===== config.mk =====
export PLATFORM = sky130hd
export DESIGN_NAME = bcd_serial_adder
export DESIGN_NICKNAME = d
export VERILOG_FILES = /design/src/rtl/bcd_serial_adder_pkg.sv /design/src/rtl/bcd_serial_adder_digit_cell.sv /design/src/rtl/bcd_serial_adder.sv
export SDC_FILE = /design/constraint.sdc
export NUM_CORES = 1
export LEC_CHECK = 0
export ABC_CLOCK_PERIOD_IN_PS = 4500
export CORE_MARGIN = 8
export CORE_UTILIZATION = 45
export CTS_CLUSTER_DIAMETER = 30
export DETAILED_ROUTE_END_ITERATION = 6
export MAX_ROUTING_LAYER = met4
export PLACE_DENSITY = 0.77
export SYNTH_ARGS = -nofsm -noshare
export SYNTH_HDL_FRONTEND = slang
export SYNTH_SLANG_ARGS = --single-unit

===== constraint.sdc =====
create_clock -name clk -period 4.5 [get_ports clk]
set_input_delay 0.9 -clock clk [delete_from_list [all_inputs] [get_ports clk]]
set_output_delay 0.9 -clock clk [all_outputs]
set_load 0.02 [all_outputs]

===== src/rtl/bcd_serial_adder_pkg.sv =====
// Shared constants, FSM state type and digit-validity helper for the
// digit-serial BCD adder.
package bcd_serial_adder_pkg;

  localparam int BCD_DIGIT_W   = 4;
  localparam int BCD_MAX_DIGIT = 9;

  typedef enum logic [1:0] {
    IDLE = 2'd0,
    RUN  = 2'd1,
    DONE = 2'd2
  } state_t;

  function automatic logic is_bad_digit(input logic [BCD_DIGIT_W-1:0] d);
    return (d > BCD_DIGIT_W'(BCD_MAX_DIGIT));
  endfunction

endpackage


===== src/rtl/bcd_serial_adder_digit_cell.sv =====
// Combinational single-digit BCD adder: binary sum, then +6 correction
// when the sum exceeds 9.
module bcd_digit_cell
  import bcd_serial_adder_pkg::*;
(
  input  logic [BCD_DIGIT_W-1:0] a,
  input  logic [BCD_DIGIT_W-1:0] b,
  input  logic                   cin,
  output logic [BCD_DIGIT_W-1:0] s,
  output logic                   cout
);

  logic [BCD_DIGIT_W:0] raw;
  logic [BCD_DIGIT_W:0] fixed;

  always_comb begin
    raw   = {1'b0, a} + {1'b0, b} + {{BCD_DIGIT_W{1'b0}}, cin};
    fixed = raw + (BCD_DIGIT_W+1)'(6);
    if (raw > (BCD_DIGIT_W+1)'(BCD_MAX_DIGIT)) begin
      s    = fixed[BCD_DIGIT_W-1:0];
      cout = 1'b1;
    end else begin
      s    = raw[BCD_DIGIT_W-1:0];
      cout = 1'b0;
    end
  end

endmodule


===== src/rtl/bcd_serial_adder.sv =====
// Digit-serial multi-digit BCD adder, one digit per clock LSD first,
// with valid/ready handshakes on operands and result.
//
// state | meaning
// IDLE  | waiting for an operand bundle, in_ready=1
// RUN   | adding digit idx, carry held in carry_reg
// DONE  | result presented, out_valid=1 until out_ready
module bcd_serial_adder
  import bcd_serial_adder_pkg::*;
#(
  parameter int NDIGITS = 4
) (
  input  logic                           clk,
  input  logic                           rst_n,
  input  logic                           in_valid,
  output logic                           in_ready,
  input  logic [BCD_DIGIT_W*NDIGITS-1:0] in_a,
  input  logic [BCD_DIGIT_W*NDIGITS-1:0] in_b,
  input  logic                           in_cin,
  output logic                           out_valid,
  input  logic                           out_ready,
  output logic [BCD_DIGIT_W*NDIGITS-1:0] out_sum,
  output logic                           out_cout,
  output logic                           out_err
);

  localparam int W    = BCD_DIGIT_W * NDIGITS;
  localparam int IDXW = (NDIGITS > 1) ? $clog2(NDIGITS) : 1;
  localparam logic [IDXW-1:0] LAST_IDX = IDXW'(NDIGITS - 1);

  state_t state, next_state;

  logic [W-1:0]           a_reg, b_reg, sum_reg;
  logic                   carry_reg, err_reg;
  logic [IDXW-1:0]        idx;
  logic [BCD_DIGIT_W-1:0] cell_a, cell_b, cell_s;
  logic                   cell_cout;
  logic                   op_err;

  always_comb begin
    op_err = 1'b0;
    for (int d = 0; d < NDIGITS; d++) begin
      if (is_bad_digit(in_a[BCD_DIGIT_W*d +: BCD_DIGIT_W]) ||
          is_bad_digit(in_b[BCD_DIGIT_W*d +: BCD_DIGIT_W]))
        op_err = 1'b1;
    end
  end

  // Digit mux written with constant selects so NDIGITS=1 stays in range.
  always_comb begin
    cell_a = '0;
    cell_b = '0;
    for (int d = 0; d < NDIGITS; d++) begin
      if (idx == IDXW'(d)) begin
        cell_a = a_reg[BCD_DIGIT_W*d +: BCD_DIGIT_W];
        cell_b = b_reg[BCD_DIGIT_W*d +: BCD_DIGIT_W];
      end
    end
  end

  bcd_digit_cell u_cell (
    .a    (cell_a),
    .b    (cell_b),
    .cin  (carry_reg),
    .s    (cell_s),
    .cout (cell_cout)
  );

  always_ff @(posedge clk) begin
    if (!rst_n) state <= IDLE;
    else        state <= next_state;
  end

  always_comb begin
    next_state = state;
    in_ready   = 1'b0;
    out_valid  = 1'b0;
    case (state)
      IDLE: begin
        in_ready = 1'b1;
        if (in_valid) next_state = RUN;
      end
      RUN: begin
        if (idx == LAST_IDX) next_state = DONE;
      end
      DONE: begin
        out_valid = 1'b1;
        if (out_ready) next_state = IDLE;
      end
      default: next_state = IDLE;
    endcase
  end

  always_ff @(posedge clk) begin
    if (!rst_n) begin
      a_reg     <= '0;
      b_reg     <= '0;
      sum_reg   <= '0;
      carry_reg <= 1'b0;
      err_reg   <= 1'b0;
      idx       <= '0;
    end else begin
      case (state)
        IDLE: begin
          if (in_valid) begin
            a_reg     <= in_a;
            b_reg     <= in_b;
            carry_reg <= in_cin;
            sum_reg   <= '0;
            idx       <= '0;
            err_reg   <= op_err;
          end
        end
        RUN: begin
          for (int d = 0; d < NDIGITS; d++) begin
            if (idx == IDXW'(d)) sum_reg[BCD_DIGIT_W*d +: BCD_DIGIT_W] <= cell_s;
          end
          carry_reg <= cell_cout;
          if (idx != LAST_IDX) idx <= idx + IDXW'(1);
        end
        default: ;
      endcase
    end
  end

  assign out_sum  = sum_reg;
  assign out_cout = carry_reg;
  assign out_err  = err_reg;

endmodule


# == After elaboration in Yosys (flattened, before gate mapping) ==
# Cells that the tools add are included.
# op_classes
add_sub_neg,4
order_cmp,9
n_eq_ne,13
muxes,31
n_reduce_logical,15
# op_table
cell,n
4-bit 2-to-1 mux,13
"4-bit greater-than comparator, second input constant",8
16-bit case mux with 2 select lines,1
3-bit AND reduction,6
16-bit 2-to-1 mux,1
"2-bit inequality test, second input constant",8
2-bit 2-to-1 mux,5
1-bit 2-to-1 mux,8
"2-bit == test, second input constant",3
2-bit case mux with 3 select lines,1
4-bit by 4-bit adder with 5-bit output,1
5-bit by 1-bit adder with 5-bit output,1
"5-bit by 4-bit greater-than comparator with 1-bit output, second input constant",1
"4-bit by 3-bit adder with 4-bit output, second input constant",1
"2-bit by 1-bit == test with 1-bit output, second input constant",2
2-bit zero test,2
1-bit logical OR,4
2-bit case mux with 2 select lines,1
2-bit AND reduction,2
"2-bit by 1-bit adder with 2-bit output, second input constant",1
1-bit case mux with 2 select lines,1
2-bit nonzero test,1
# totals
reg_bits,54
inputBits,37
output_inout_bits,20
wordCells,82

# == Logic depth before layout (Yosys ltp) ==
# depth
ltp_word,11
mapped_depth,16
depth_no_buf,15

# == Cells and area by module ==
# Synthesis repeated with hierarchy kept, for this count alone.
# hier_totals
cells_unflattened,333
hier_area_um2,2866.5
# modules_own_cells
mod,n_inst,cells_per_inst,area_per_inst_um2,seq_area_each_um2
bcd_serial_adder,1,311,2655.0,1081.0
bcd_digit_cell,1,22,211.5,0.0

# == Worst setup path after synthesis ==
# No wires, ideal clock.
# synth_timing
path_type,reg-to-reg
from,register idx[0]
to,"register sum_reg[2], in the netlist out_sum[2]"
setup_time_ps,69
arrival_ps,3577
required_time_ps,4431
slack_ps,854
path_stages_with_launch,17
path_buffers,1
synth_period_minus_slack_ps,3646
cell_sequence,dfxtp_1 inv_1 ha_1 buf_1 nand3b_1 a21oi_1 a21oi_1 nor2_1 a21oi_1 fa_1 fa_1 xor2_1 ha_1 a22oi_1 a311oi_4 mux2_4 o21ai_1
# synth_between
elab_chain_cells,11
elab_cells_between_ends,21
classes_between,3 x add/sub; 1 x order compare; 4 x eq/ne; 11 x mux; 2 x reduce/logical
# synth_rtl
element,line,text
start: declaration,bcd_serial_adder.sv:35,logic [IDXW-1:0] idx;
start signal: assignment,bcd_serial_adder.sv:119,if (idx != LAST_IDX) idx <= idx + IDXW'(1);
2-bit zero test,"bcd_serial_adder.sv:54, bcd_serial_adder.sv:116",
4-bit 2-to-1 mux (4 in series),bcd_serial_adder.sv:54,if (idx == IDXW'(d)) begin
4-bit by 4-bit adder with 5-bit output,bcd_serial_adder_digit_cell.sv:17,"raw = {1'b0, a} + {1'b0, b} + {{BCD_DIGIT_W{1'b0}}, cin};"
5-bit by 1-bit adder with 5-bit output,bcd_serial_adder_digit_cell.sv:17,
4-bit by 3-bit adder with 4-bit output / 5-bit by 4-bit greater-than comparator with 1-bit output (equally long branches),"bcd_serial_adder_digit_cell.sv:18, bcd_serial_adder_digit_cell.sv:19",
4-bit 2-to-1 mux,bcd_serial_adder_digit_cell.sv:19,if (raw > (BCD_DIGIT_W+1)'(BCD_MAX_DIGIT)) begin
4-bit 2-to-1 mux,bcd_serial_adder.sv:116,if (idx == IDXW'(d)) sum_reg[BCD_DIGIT_W*d +: BCD_DIGIT_W] <= cell_s;
16-bit case mux with 2 select lines,bcd_serial_adder.sv:103,case (state)
end signal: indexed assignment,bcd_serial_adder.sv:116,
end: declaration,bcd_serial_adder.sv:33,"logic [W-1:0] a_reg, b_reg, sum_reg;"
# Parallel ways exist; a longest one is shown, timed or not. The select of a mux whose other input is x is not followed.
# A chain may end at the register's enable or synchronous reset.

# == Worst setup path after layout ==
# layout_timing
from,register idx[0]
to,"register sum_reg[10], in the netlist out_sum[10]"
# layout_between
elab_chain_cells,11
elab_cells_between_ends,21
classes_between,3 x add/sub; 1 x order compare; 4 x eq/ne; 11 x mux; 2 x reduce/logical
# layout_rtl
element,line
2-bit zero test,bcd_serial_adder.sv:54
4-bit 2-to-1 mux (4 in series),bcd_serial_adder.sv:54
4-bit by 4-bit adder with 5-bit output,bcd_serial_adder_digit_cell.sv:17
5-bit by 1-bit adder with 5-bit output,bcd_serial_adder_digit_cell.sv:17
4-bit by 3-bit adder with 4-bit output / 5-bit by 4-bit greater-than comparator with 1-bit output (equally long branches),"bcd_serial_adder_digit_cell.sv:18, bcd_serial_adder_digit_cell.sv:19"
4-bit 2-to-1 mux,bcd_serial_adder_digit_cell.sv:19
4-bit 2-to-1 mux,bcd_serial_adder.sv:116
16-bit case mux with 2 select lines,bcd_serial_adder.sv:103
# Parallel ways exist; a longest one is shown, timed or not. The select of a mux whose other input is x is not followed.

==> results.py <==
metrics = {
    "drt": {
        "remaining_drc_errors": 0,
        "routedWlPerCell_um": 14.55,
        "detailedRoute.firstIterationViolations": 104,
        "antenna_violating_nets_post_route": 0,
        "first_pass_iters": 4,
        "route.final.wire_length_um": 6707,
        "route.vias.total": 2482,
        "route.detailed.vias_per_inst": 5.384,
        "routed.top_layer": "met4",
        "detailed_routed_wire_length_on_met2_um": 3066,
        "met3_length_um": 510,
        "routedLengthMet1_um": 3053,
    },
    "clock_network": {
        "cts_inserted_buffers": 5,
        "clock_tree_from_tritoncts": "done",
        "tritoncts_num_sinks": 54,
        "clk_pin_slew_worst_paths_ns": 0.09,
        "cts_hold_buf": 0,
        "root_driver": "clkbuf_8",
        "cts_max_path_buffers": 2,
        "insertion_delay_ns": 0.31,
        "cts_setup_buffers": 0,
        "htree_levels": 2,
    },
    "critical_path": {
        "critPathArrivalTime_ns": 4.35,
        "crit_path_top_delay_cell": "ha_1",
        "worst_path_dominant_cell_family": "adder cells",
        "cp_max_fo": 21,
        "crit_type": "flip-flop to flip-flop",
        "critical_path.endpoint_type": "flip-flop",
        "critical_path.cell_chain": "inv_1 > ha_1 > a21oi_1 > nor2_1 > a21oi_1 > fa_1 > fa_1 > xor2_1 > ha_1 > a22oi_1 > a311oi_4 > mux2_4 > o21ai_1",
        "cp-start-kind": "flip-flop",
        "worstPathBufferInverterCount": 1,
        "worstPathRequired_ns": 4.74,
        "cp_slowest_stage_delay_ns": 0.68,
    },
    "global_routing": {
        "initial_antenna_violation_count": 0,
        "grt_remaining_overflow": 0,
        "grt_start_max_net_pins": 37,
        "first_global_vias": 2425,
        "global_route_wire_length_before_repair_um": 11300,
        "grt_use_total_pct": 16.38,
    },
    "power": {
        "power.leakage_nw": 1.213,
        "p_total_mw": 1.015,
        "powerDensity_mw_per_mm2": 309.7,
        "worst_ir_drop_vdd_mv": 0.1708,
    },
    "cells_and_area": {
        "antenna_cells_inserted": 0,
        "layout.filler_cells": 552,
        "layout-area-overhead-vs-synth_pct": 25.56,
        "finalNonFillerCells": 461,
        "nets": 436,
        "final_layout_size_suffix_gt1_share_pct": 3.856,
    },
    "floorplanning": {
        "pin_count": 57,
        "die_x_um": 92.14,
        "placeableCoreArea_sq_mm": 0.005540,
        "placementRows": 27,
        "die_y_extent_um": 92.14,
        "floorplan.initialDensity_pct": 47.09,
        "die_area_sq_mm": 0.008490,
    },
    "logic_synthesis": {
        "synth.net_count": 392,
        "netlist_top_cells_count": "87 x nand2_1, 60 x a21oi_1, 54 x dfxtp_1, 23 x nor2_1, 23 x o21ai_0",
        "dominantRegCellSynth": "dfxtp_1",
        "synth.largest_area_cell": "dfxtp_1",
        "synth_most_common_cell": "nand2_1",
        "synth.ff_latch_count": 54,
        "mappedNetlistArea_sq_mm": 0.002609,
        "syn-instance-count": 345,
        "ys_warn_count": 0,
        "ys_types": 37,
        "synth-edff-count": 0,
        "synth_area_per_cell_sq_um": 7.562,
        "synth_sequential_area_ratio_pct": 41.44,
        "synth.top_cells.by_area": "dfxtp_1 41%, nand2_1 13%, a21oi_1 12%, o21ai_0 4.4%, ha_1 3.8%",
        "postSynth.asyncResetShare_pct": 0,
        "yosys.area.top_type_share_pct": 41.44,
    },
    "timing": {
        "final_hold_viol_count": 0,
        "timing_worst_slew_pin_value_ns": 0.7994,
        "timing.hold.ws_ns": 0.4587,
        "finalSetupTns_ns": 0,
        "fin_crit_ns": 4.105,
        "fmax_mhz": 243.6,
        "relSlewSlack_pct": 46.71,
        "final_max_slew_viol_count": 0,
        "report.final.setup_viol": 0,
        "skew_ns": 0.004964,
        "unrepaired_setup_endpoints_after_global_routing": "false",
        "final.period_utilization_pct": 91.23,
    },
    "hold_path": {
        "timing.hold.worst.class": "flip-flop to flip-flop",
    },
    "place": {
        "place.port_buffers": 56,
        "finalWeightedCongestion": 0.8008,
        "numPlacedInstances": 454,
        "dpl.hpwl_um": 4996,
    },
    "run_status": {
        "run_status": "finished clean",
    },
    "flow_run": {
        "maxCapViolations": 0,
    },
}
[cell usage in the layout (no fill, tap or decap), types with 3 or more instances in the layout]
| cell type | synthesis | final |
|---|---|---|
| nand3_1 | 5 | 5 |
| nand2b_1 | 4 | 4 |
| a21oi_1 | 60 | 60 |
| o21ai_0 | 23 | 23 |
| a31o_1 | 3 | 3 |
| nand2_1 | 87 | 87 |
| and3_1 | 3 | 3 |
| dfxtp_1 | 54 | 54 |
| o21ai_1 | 4 | 4 |
| nor2b_1 | 4 | 4 |
| clkdlybuf4s50_1 | 0 | 56 |
| nand4_1 | 5 | 5 |
| inv_1 | 6 | 6 |
| nor2_1 | 23 | 22 |
| clkbuf_8 | 0 | 5 |
| nand3b_1 | 8 | 8 |
| ha_1 | 8 | 7 |
| a21o_1 | 4 | 4 |
[stage by stage]
stage | area, sq um | setup WS (ns) | util (%)
detailed placement | 3197 | 0.4434 | 57.70
CTS | 3273 | 0.3814 | 59.08
global placement | 3197 | 0.5844 | 57.70
floorplan | 2609 | 0.8542 | -
finish | 3276 | 0.3946 | 59.12
global route | 3276 | 0.08625 | 59.12
[logic make-up after synthesis]
group                    after synthesis  share of synthesized area [%]
AO/OA/AOI/OAI                        104                          22.49
XOR/XNOR                               2                         0.9595
adder cells (fa/ha/maj)               10                          5.372
buffers and inverters                 28                          4.076
flip-flops                            54                          41.44
multiplexers                           2                          1.007
AND/OR/NAND/NOR                      145                          24.65
[cell type report]
cell class              count  area (sq um)  area share, %
repair buffers             58         575.6          17.57
flip-flops and latches     54          1081          33.00
multi-input cells         263          1426          43.54
clock buffers               7         76.32          2.330
inverters                   7         26.28         0.8021
well taps                  72         90.09          2.750
[metal layers]
layer  GRT usage [%]  up-vias
met5               -        -
met4           4.966        0
met3           4.401        7
met2           26.46       92
met1           19.43     1115
li1                -     1268
[path summary, 6_finish.rpt]
kind	to	slack, ns	depth (start not counted)	start
max	out_sum[10]	0.39	13	idx[0]
min	b_reg[3]	0.46	2	b_reg[3]
max reg2reg	out_sum[10]	0.39	13	idx[0]
min reg2reg	b_reg[3]	0.46	2	b_reg[3]
[what timing repair did]
item | 4_1_cts | 5_1_grt
setup endpoints to repair | 0 | 2
resized for setup | 0 | 1
hold endpoints to repair | 0 | 0
[where the power goes]
group / internal (mW) / leakage [nW] / switching, mW
registers: 0.503 / 0.442 / 0.0171
logic: 0.107 / 0.733 / 0.132
clock network: 0.108 / 0.0383 / 0.148
total: 0.718 / 1.21 / 0.297
[worst reg2reg max path: stages (launching register included)]
cell      delay, ns
dfxtp_1        0.36
inv_1          0.11
ha_1           0.68
a21oi_1        0.16
nor2_1         0.12
a21oi_1        0.07
fa_1           0.45
fa_1           0.41
xor2_1         0.30
ha_1           0.26
a22oi_1        0.15
a311oi_4       0.47
mux2_4         0.37
o21ai_1        0.13
No activity file was read; power rests on OpenSTA's default activity.
